--- src/rtl/fft_pkg.sv ---
// Shared definitions for the FFT stage sequencer: controller state encoding and
// the in-place radix-2 DIT butterfly address and twiddle formulas.
`default_nettype none

package fft_pkg;

  localparam int N_LOG2_DEFAULT = 3;

  typedef enum logic [2:0] {
    IDLE  = 3'd0,
    READ  = 3'd1,
    FIRE  = 3'd2,
    WAIT  = 3'd3,
    WRITE = 3'd4,
    DONE  = 3'd5
  } fft_state_t;

  // Butterfly k of a stage pairs samples half = 2**stage apart, grouped in blocks of 2*half.
  function automatic int bf_addr_a(input int stage, input int k);
    int half;
    half = 1 << stage;
    return ((k >> stage) << (stage + 1)) + (k & (half - 1));
  endfunction

  function automatic int bf_addr_b(input int stage, input int k);
    return bf_addr_a(stage, k) + (1 << stage);
  endfunction

  function automatic int bf_tw_idx(input int n_log2, input int stage, input int k);
    return (k & ((1 << stage) - 1)) << (n_log2 - 1 - stage);
  endfunction

endpackage

`default_nettype wire

--- src/rtl/fft_addr_gen.sv ---
// Combinational operand address and twiddle index generator for one butterfly.
`default_nettype none

module fft_addr_gen
  import fft_pkg::*;
#(
  parameter int N_LOG2 = N_LOG2_DEFAULT,
  parameter int SW     = $clog2(N_LOG2)
) (
  input  logic [SW-1:0]     stage,
  input  logic [N_LOG2-2:0] k,
  output logic [N_LOG2-1:0] addr_a,
  output logic [N_LOG2-1:0] addr_b,
  output logic [N_LOG2-2:0] tw_idx
);

  always_comb begin
    int s_i;
    int k_i;
    s_i    = int'(stage);
    k_i    = int'(k);
    addr_a = N_LOG2'(bf_addr_a(s_i, k_i));
    addr_b = N_LOG2'(bf_addr_b(s_i, k_i));
    tw_idx = (N_LOG2 - 1)'(bf_tw_idx(N_LOG2, s_i, k_i));
  end

endmodule

`default_nettype wire

--- src/rtl/fft_stage_sequencer.sv ---
// Control sequencer for an in-place radix-2 DIT FFT: walks every butterfly of
// every stage through READ/FIRE/WAIT/WRITE with a WAIT timeout abort.
`default_nettype none

module fft_stage_sequencer
  import fft_pkg::*;
#(
  parameter int N_LOG2  = N_LOG2_DEFAULT,
  parameter int TIMEOUT = 255
) (
  input  logic                       Clock,
  input  logic                       nReset,
  input  logic                       start,
  input  logic                       bf_done,
  output logic                       busy,
  output logic                       done,
  output logic                       err,
  output logic                       rd_en,
  output logic                       bf_start,
  output logic                       wr_en,
  output logic [N_LOG2-1:0]          addr_a,
  output logic [N_LOG2-1:0]          addr_b,
  output logic [N_LOG2-2:0]          tw_idx,
  output logic [$clog2(N_LOG2)-1:0]  stage
);

  localparam int                SW     = $clog2(N_LOG2);
  localparam int                TCW    = $clog2(TIMEOUT + 1);
  localparam logic [N_LOG2-2:0] K_LAST = {(N_LOG2 - 1){1'b1}};
  localparam logic [SW-1:0]     S_LAST = SW'(N_LOG2 - 1);
  localparam logic [TCW-1:0]    T_LAST = TCW'(TIMEOUT - 1);

  fft_state_t          state, state_d;
  logic [N_LOG2-2:0]   k_q;
  logic [SW-1:0]       stage_q;
  logic [TCW-1:0]      tcnt;
  logic                err_q;

  logic                clr_cnt, adv, set_err, clr_err;
  logic                active, last_bf;
  logic [N_LOG2-1:0]   ag_a, ag_b;
  logic [N_LOG2-2:0]   ag_tw;

  assign last_bf = (k_q == K_LAST) && (stage_q == S_LAST);

  always_comb begin
    state_d = state;
    clr_cnt = 1'b0;
    adv     = 1'b0;
    set_err = 1'b0;
    clr_err = 1'b0;
    case (state)
      IDLE: begin
        if (start) begin
          state_d = READ;
          clr_cnt = 1'b1;
          clr_err = 1'b1;
        end
      end
      READ:  state_d = FIRE;
      FIRE:  state_d = WAIT;
      WAIT: begin
        // A result arriving on the expiry cycle still wins over the abort.
        if (bf_done) begin
          state_d = WRITE;
        end else if (tcnt == T_LAST) begin
          state_d = DONE;
          set_err = 1'b1;
          clr_cnt = 1'b1;
        end
      end
      WRITE: begin
        if (last_bf) begin
          state_d = DONE;
          clr_cnt = 1'b1;
        end else begin
          state_d = READ;
          adv     = 1'b1;
        end
      end
      DONE:    state_d = IDLE;
      default: state_d = IDLE;
    endcase
  end

  always_ff @(posedge Clock or negedge nReset) begin
    if (!nReset) begin
      state   <= IDLE;
      k_q     <= '0;
      stage_q <= '0;
      tcnt    <= '0;
      err_q   <= 1'b0;
    end else begin
      state <= state_d;
      if (clr_cnt) begin
        k_q     <= '0;
        stage_q <= '0;
      end else if (adv) begin
        if (k_q == K_LAST) begin
          k_q     <= '0;
          stage_q <= stage_q + 1'b1;
        end else begin
          k_q <= k_q + 1'b1;
        end
      end
      tcnt <= ((state == WAIT) && (state_d == WAIT)) ? tcnt + 1'b1 : '0;
      if (set_err) begin
        err_q <= 1'b1;
      end else if (clr_err) begin
        err_q <= 1'b0;
      end
    end
  end

  fft_addr_gen #(
    .N_LOG2 (N_LOG2),
    .SW     (SW)
  ) u_addr_gen (
    .stage  (stage_q),
    .k      (k_q),
    .addr_a (ag_a),
    .addr_b (ag_b),
    .tw_idx (ag_tw)
  );

  assign active   = (state == READ) || (state == FIRE) || (state == WAIT) || (state == WRITE);
  assign busy     = (state != IDLE);
  assign done     = (state == DONE);
  assign rd_en    = (state == READ);
  assign bf_start = (state == FIRE);
  assign wr_en    = (state == WRITE);
  assign err      = err_q;
  // Address bus is held at zero whenever no butterfly is in flight.
  assign addr_a   = active ? ag_a    : '0;
  assign addr_b   = active ? ag_b    : '0;
  assign tw_idx   = active ? ag_tw   : '0;
  assign stage    = active ? stage_q : '0;

endmodule

`default_nettype wire

--- config.mk ---
export PLATFORM = sky130hd
export DESIGN_NAME = fft_stage_sequencer
export DESIGN_NICKNAME = d
export VERILOG_FILES = /design/src/rtl/fft_pkg.sv /design/src/rtl/fft_addr_gen.sv /design/src/rtl/fft_stage_sequencer.sv
export SDC_FILE = /design/constraint.sdc
export NUM_CORES = 1
export LEC_CHECK = 0
export CAP_MARGIN = 25
export CORE_ASPECT_RATIO = 1.1
export CORE_MARGIN = 2
export CORE_UTILIZATION = 30
export CTS_CLUSTER_SIZE = 14
export DETAILED_ROUTE_END_ITERATION = 8
export GPL_TIMING_DRIVEN = 0
export SYNTH_ARGS = -nofsm -noshare
export SYNTH_HDL_FRONTEND = slang
export SYNTH_HIERARCHICAL = 1
export SYNTH_SLANG_ARGS = --single-unit
--- constraint.sdc ---
create_clock -name Clock -period 3.55 [get_ports Clock]
set_clock_uncertainty 0.15 [all_clocks]
set_input_delay 0.71 -clock Clock [delete_from_list [all_inputs] [get_ports Clock]]
set_output_delay 0.71 -clock Clock [all_outputs]
set_load 0.005 [all_outputs]
==> flow_metrics.tcl <==
set metrics [dict create \
    clock_latency_ns 0.25 \
    power_switching_mw 0.3011 \
    start_util 0.3068 \
    globalRouteOverflowTotal 0 \
    p_sw_frac 0.3520 \
    finalCritPeriodShare 1.094 \
    dieArea_um2 4482 \
    rsz0062_at_grt "true" \
    internal-power_mw 0.5542 \
    slew_viol_final 0 \
    synthArstFlopShare 1.000 \
    die_y_um 70.02 \
    worst_setup_path_start_kind "register" \
    cts_buffers 3 \
    port_buffers 19 \
    cp.arrival_ns 3.02 \
    p_per_area_nw_per_um2 526.6 \
    critPathMaxFanout 3 \
    p_total_mw 0.8553 \
    grt_pass1_vias 999 \
    track_usage 0.1205 \
    synth_flop_cell "dfrtp_1" \
    final_cell_mix "clkdlybuf4s50_1 (16), dfrtp_1 (14), and2_1 (11), buf_4 (9), nor2_1 (8)" \
    required_ns 2.69 \
    hold_path_end "err$_DFFE_PN0P_" \
    gp_congestion 0.7659 \
    cp-end-kind "output pin" \
    cts_hold_buf 0 \
    fp.dieW_um 64.02 \
    drt_iter0_drc 28 \
    seqPwrFrac 0.290 \
    fin_util 0.4193 \
    syn_nets 144 \
    wl_per_cell_um 12.10 \
    ys_types 39 \
    diodes 0 \
    slew_headroom 0.4775 \
    worst_pin_slew_ns 0.7821 \
    status "finished with violations" \
    maxCapViolCount 0 \
    period_needed_ns 3.884 \
    drt-total-wl_um 2577 \
    holdPathStages 1 \
    r2r-start "state[2]$_DFF_PN0_" \
    cts.sinks 16 \
    root_buffer "clkbuf_8" \
    rows 24 \
    ant_nets 0 \
    syn2layout_area_growth_pct 36.63 \
    finalSetupViolCount 3 \
    io_pins 20 \
    yosys_warnings 6 \
    fmax_ghz 0.2575 \
    htreeDepth 1 \
    setup_tns_ns -0.6251 \
    max-vdd-ir-drop_uv 308.4 \
    violations "setup timing" \
    synth_area_um2 1189 \
    drc_errors 0 \
    syn_avg_cell_area_um2 9.286 \
    antenna_found_initial 0 \
    viasPerCell 4.859 \
    worst-r2r-setup-slack_ns 1.54 \
    grt_pass1_wl_um 4298 \
    dp_hpwl_um 1894 \
    drt_first_pass_iters 4 \
    core_um2 3874 \
    grt_start_max_net_pins 17 \
    hold_viol 0 \
    p_comb_frac 0.519 \
    fillers 397 \
    rr_worst_depth 4 \
    r2r_end "stage_q[1]$_DFFE_PN0P_" \
    cts_tree "yes" \
    clk_pin_slew_ns 0.07 \
    final_common_cell "clkdlybuf4s50_1" \
    path_class "register to output pin" \
    hp-class "register to register" \
    layout.nets 178 \
    setup_ws_ns -0.3342 \
    dr_total_vias 1035 \
    drive_gt1_frac 0.2236 \
    yosys_register_bits 16 \
    cts_buffer_depth 2 \
    syn_inst 128 \
    synth_enable_flop_cells 0 \
    seq_area_frac_synth 0.3368 \
    p_leak_nw 0.6487 \
    p_clk_frac 0.191 \
    hp-start "err$_DFFE_PN0P_" \
]
==> registers in the layout (all words and copies together), names as in the netlist <==
register / count
err: 1
k_q: 2
stage_q: 2
state: 3
tcnt: 8
==> worst max-delay path: stages (launching register included) <==
cell and delay [ns]:
dfrtp_2 0.44, ha_4 0.17, or3b_4 0.38, nor3_4 0.13, ha_2 0.19, inv_2 0.03, fa_1 0.49, inv_2 0.05
fa_2 0.38, xnor2_2 0.15, xnor2_1 0.12, and2_1 0.13, buf_2 0.12
==> stage by stage <==
step	setup WS, ns	hold WS, ns	std cells	area, um^2
floorplan	0.01022	0.2644	128	1197
global placement	-0.6006	0.3240	199	1453
detailed placement	-0.6505	0.3286	199	1453
CTS	-0.4030	0.3484	211	1597
global route	-0.4639	0.3611	213	1624
finish	-0.3342	0.3428	213	1624
==> power by group through the flow <==
stage | combinational, mW | clock, mW | sequential, mW
global placement | 0.401 | 0 | 0.254
finish | 0.444 | 0.164 | 0.248
CTS | 0.435 | 0.166 | 0.248
floorplan | 0.254 | 0 | 0.244
global route | 0.490 | 0.176 | 0.252
detailed placement | 0.413 | 0 | 0.255
==> layer usage <==
metal | routed length (um) | global-route usage | vias up
met3 | 80 | 0.01610 | 2
met2 | 1466 | 0.2326 | 21
met4 | 21 | 0.03623 | 0
met1 | 1008 | 0.1333 | 500
met5 | 0 | 0 | -
li1 | - | - | 512
==> area by class of cell <==
class	count	area, um^2	area share
Buffer	3	21.27	0.01310
Tap cell	52	65.06	0.04006
Inverter	9	37.54	0.02311
Clock buffer	4	55.05	0.03390
Multi-Input combinational cell	100	784.5	0.4830
Sequential cell	16	402.9	0.2481
Timing Repair Buffer	29	257.7	0.1587
==> worst max path at each step <==
stage | start | to | slack [ns] | depth (start not counted)
floorplan | stage_q[0]$_DFFE_PN0P_ | addr_b[2] | 0.01 | 11
global placement | stage_q[0]$_DFFE_PN0P_ | addr_b[2] | -0.60 | 12
detailed placement | stage_q[0]$_DFFE_PN0P_ | addr_b[2] | -0.65 | 12
CTS | stage_q[1]$_DFFE_PN0P_ | addr_b[2] | -0.40 | 12
global route | stage_q[1]$_DFFE_PN0P_ | addr_b[2] | -0.46 | 12
finish | stage_q[1]$_DFFE_PN0P_ | addr_b[2] | -0.33 | 12
==> what timing repair did <==
action,CTS,global route
buffers inserted,8,2
setup endpoints to repair,4,5
gates resized for setup,18,4
gates cloned,0,0
pin swaps,7,5
==> synth_stat cells (3+ instances only) <==
cell	instances	area, um^2
nand3_1	7	35.03
and2_1	11	68.82
xnor2_1	7	61.31
dfrtp_1	16	400.4
ha_1	10	125.1
a211oi_1	4	30.03
xor2_1	3	26.28
nor3b_1	5	37.54
nand2_1	4	15.01
nor2_1	8	30.03
or3_1	5	31.28
a21oi_1	3	15.01
o21ai_0	6	30.03
inv_1	9	33.78
==> cell families after synthesis <==
group / Yosys count / share of synthesized area
flops: 16 / 0.3368
simple gates: 56 / 0.2790
xor+xnor: 10 / 0.07369
compound gates: 22 / 0.1253
fa+ha+maj: 12 / 0.1389
buf+inv: 12 / 0.04631
Power figures use the tool's default switching activity.
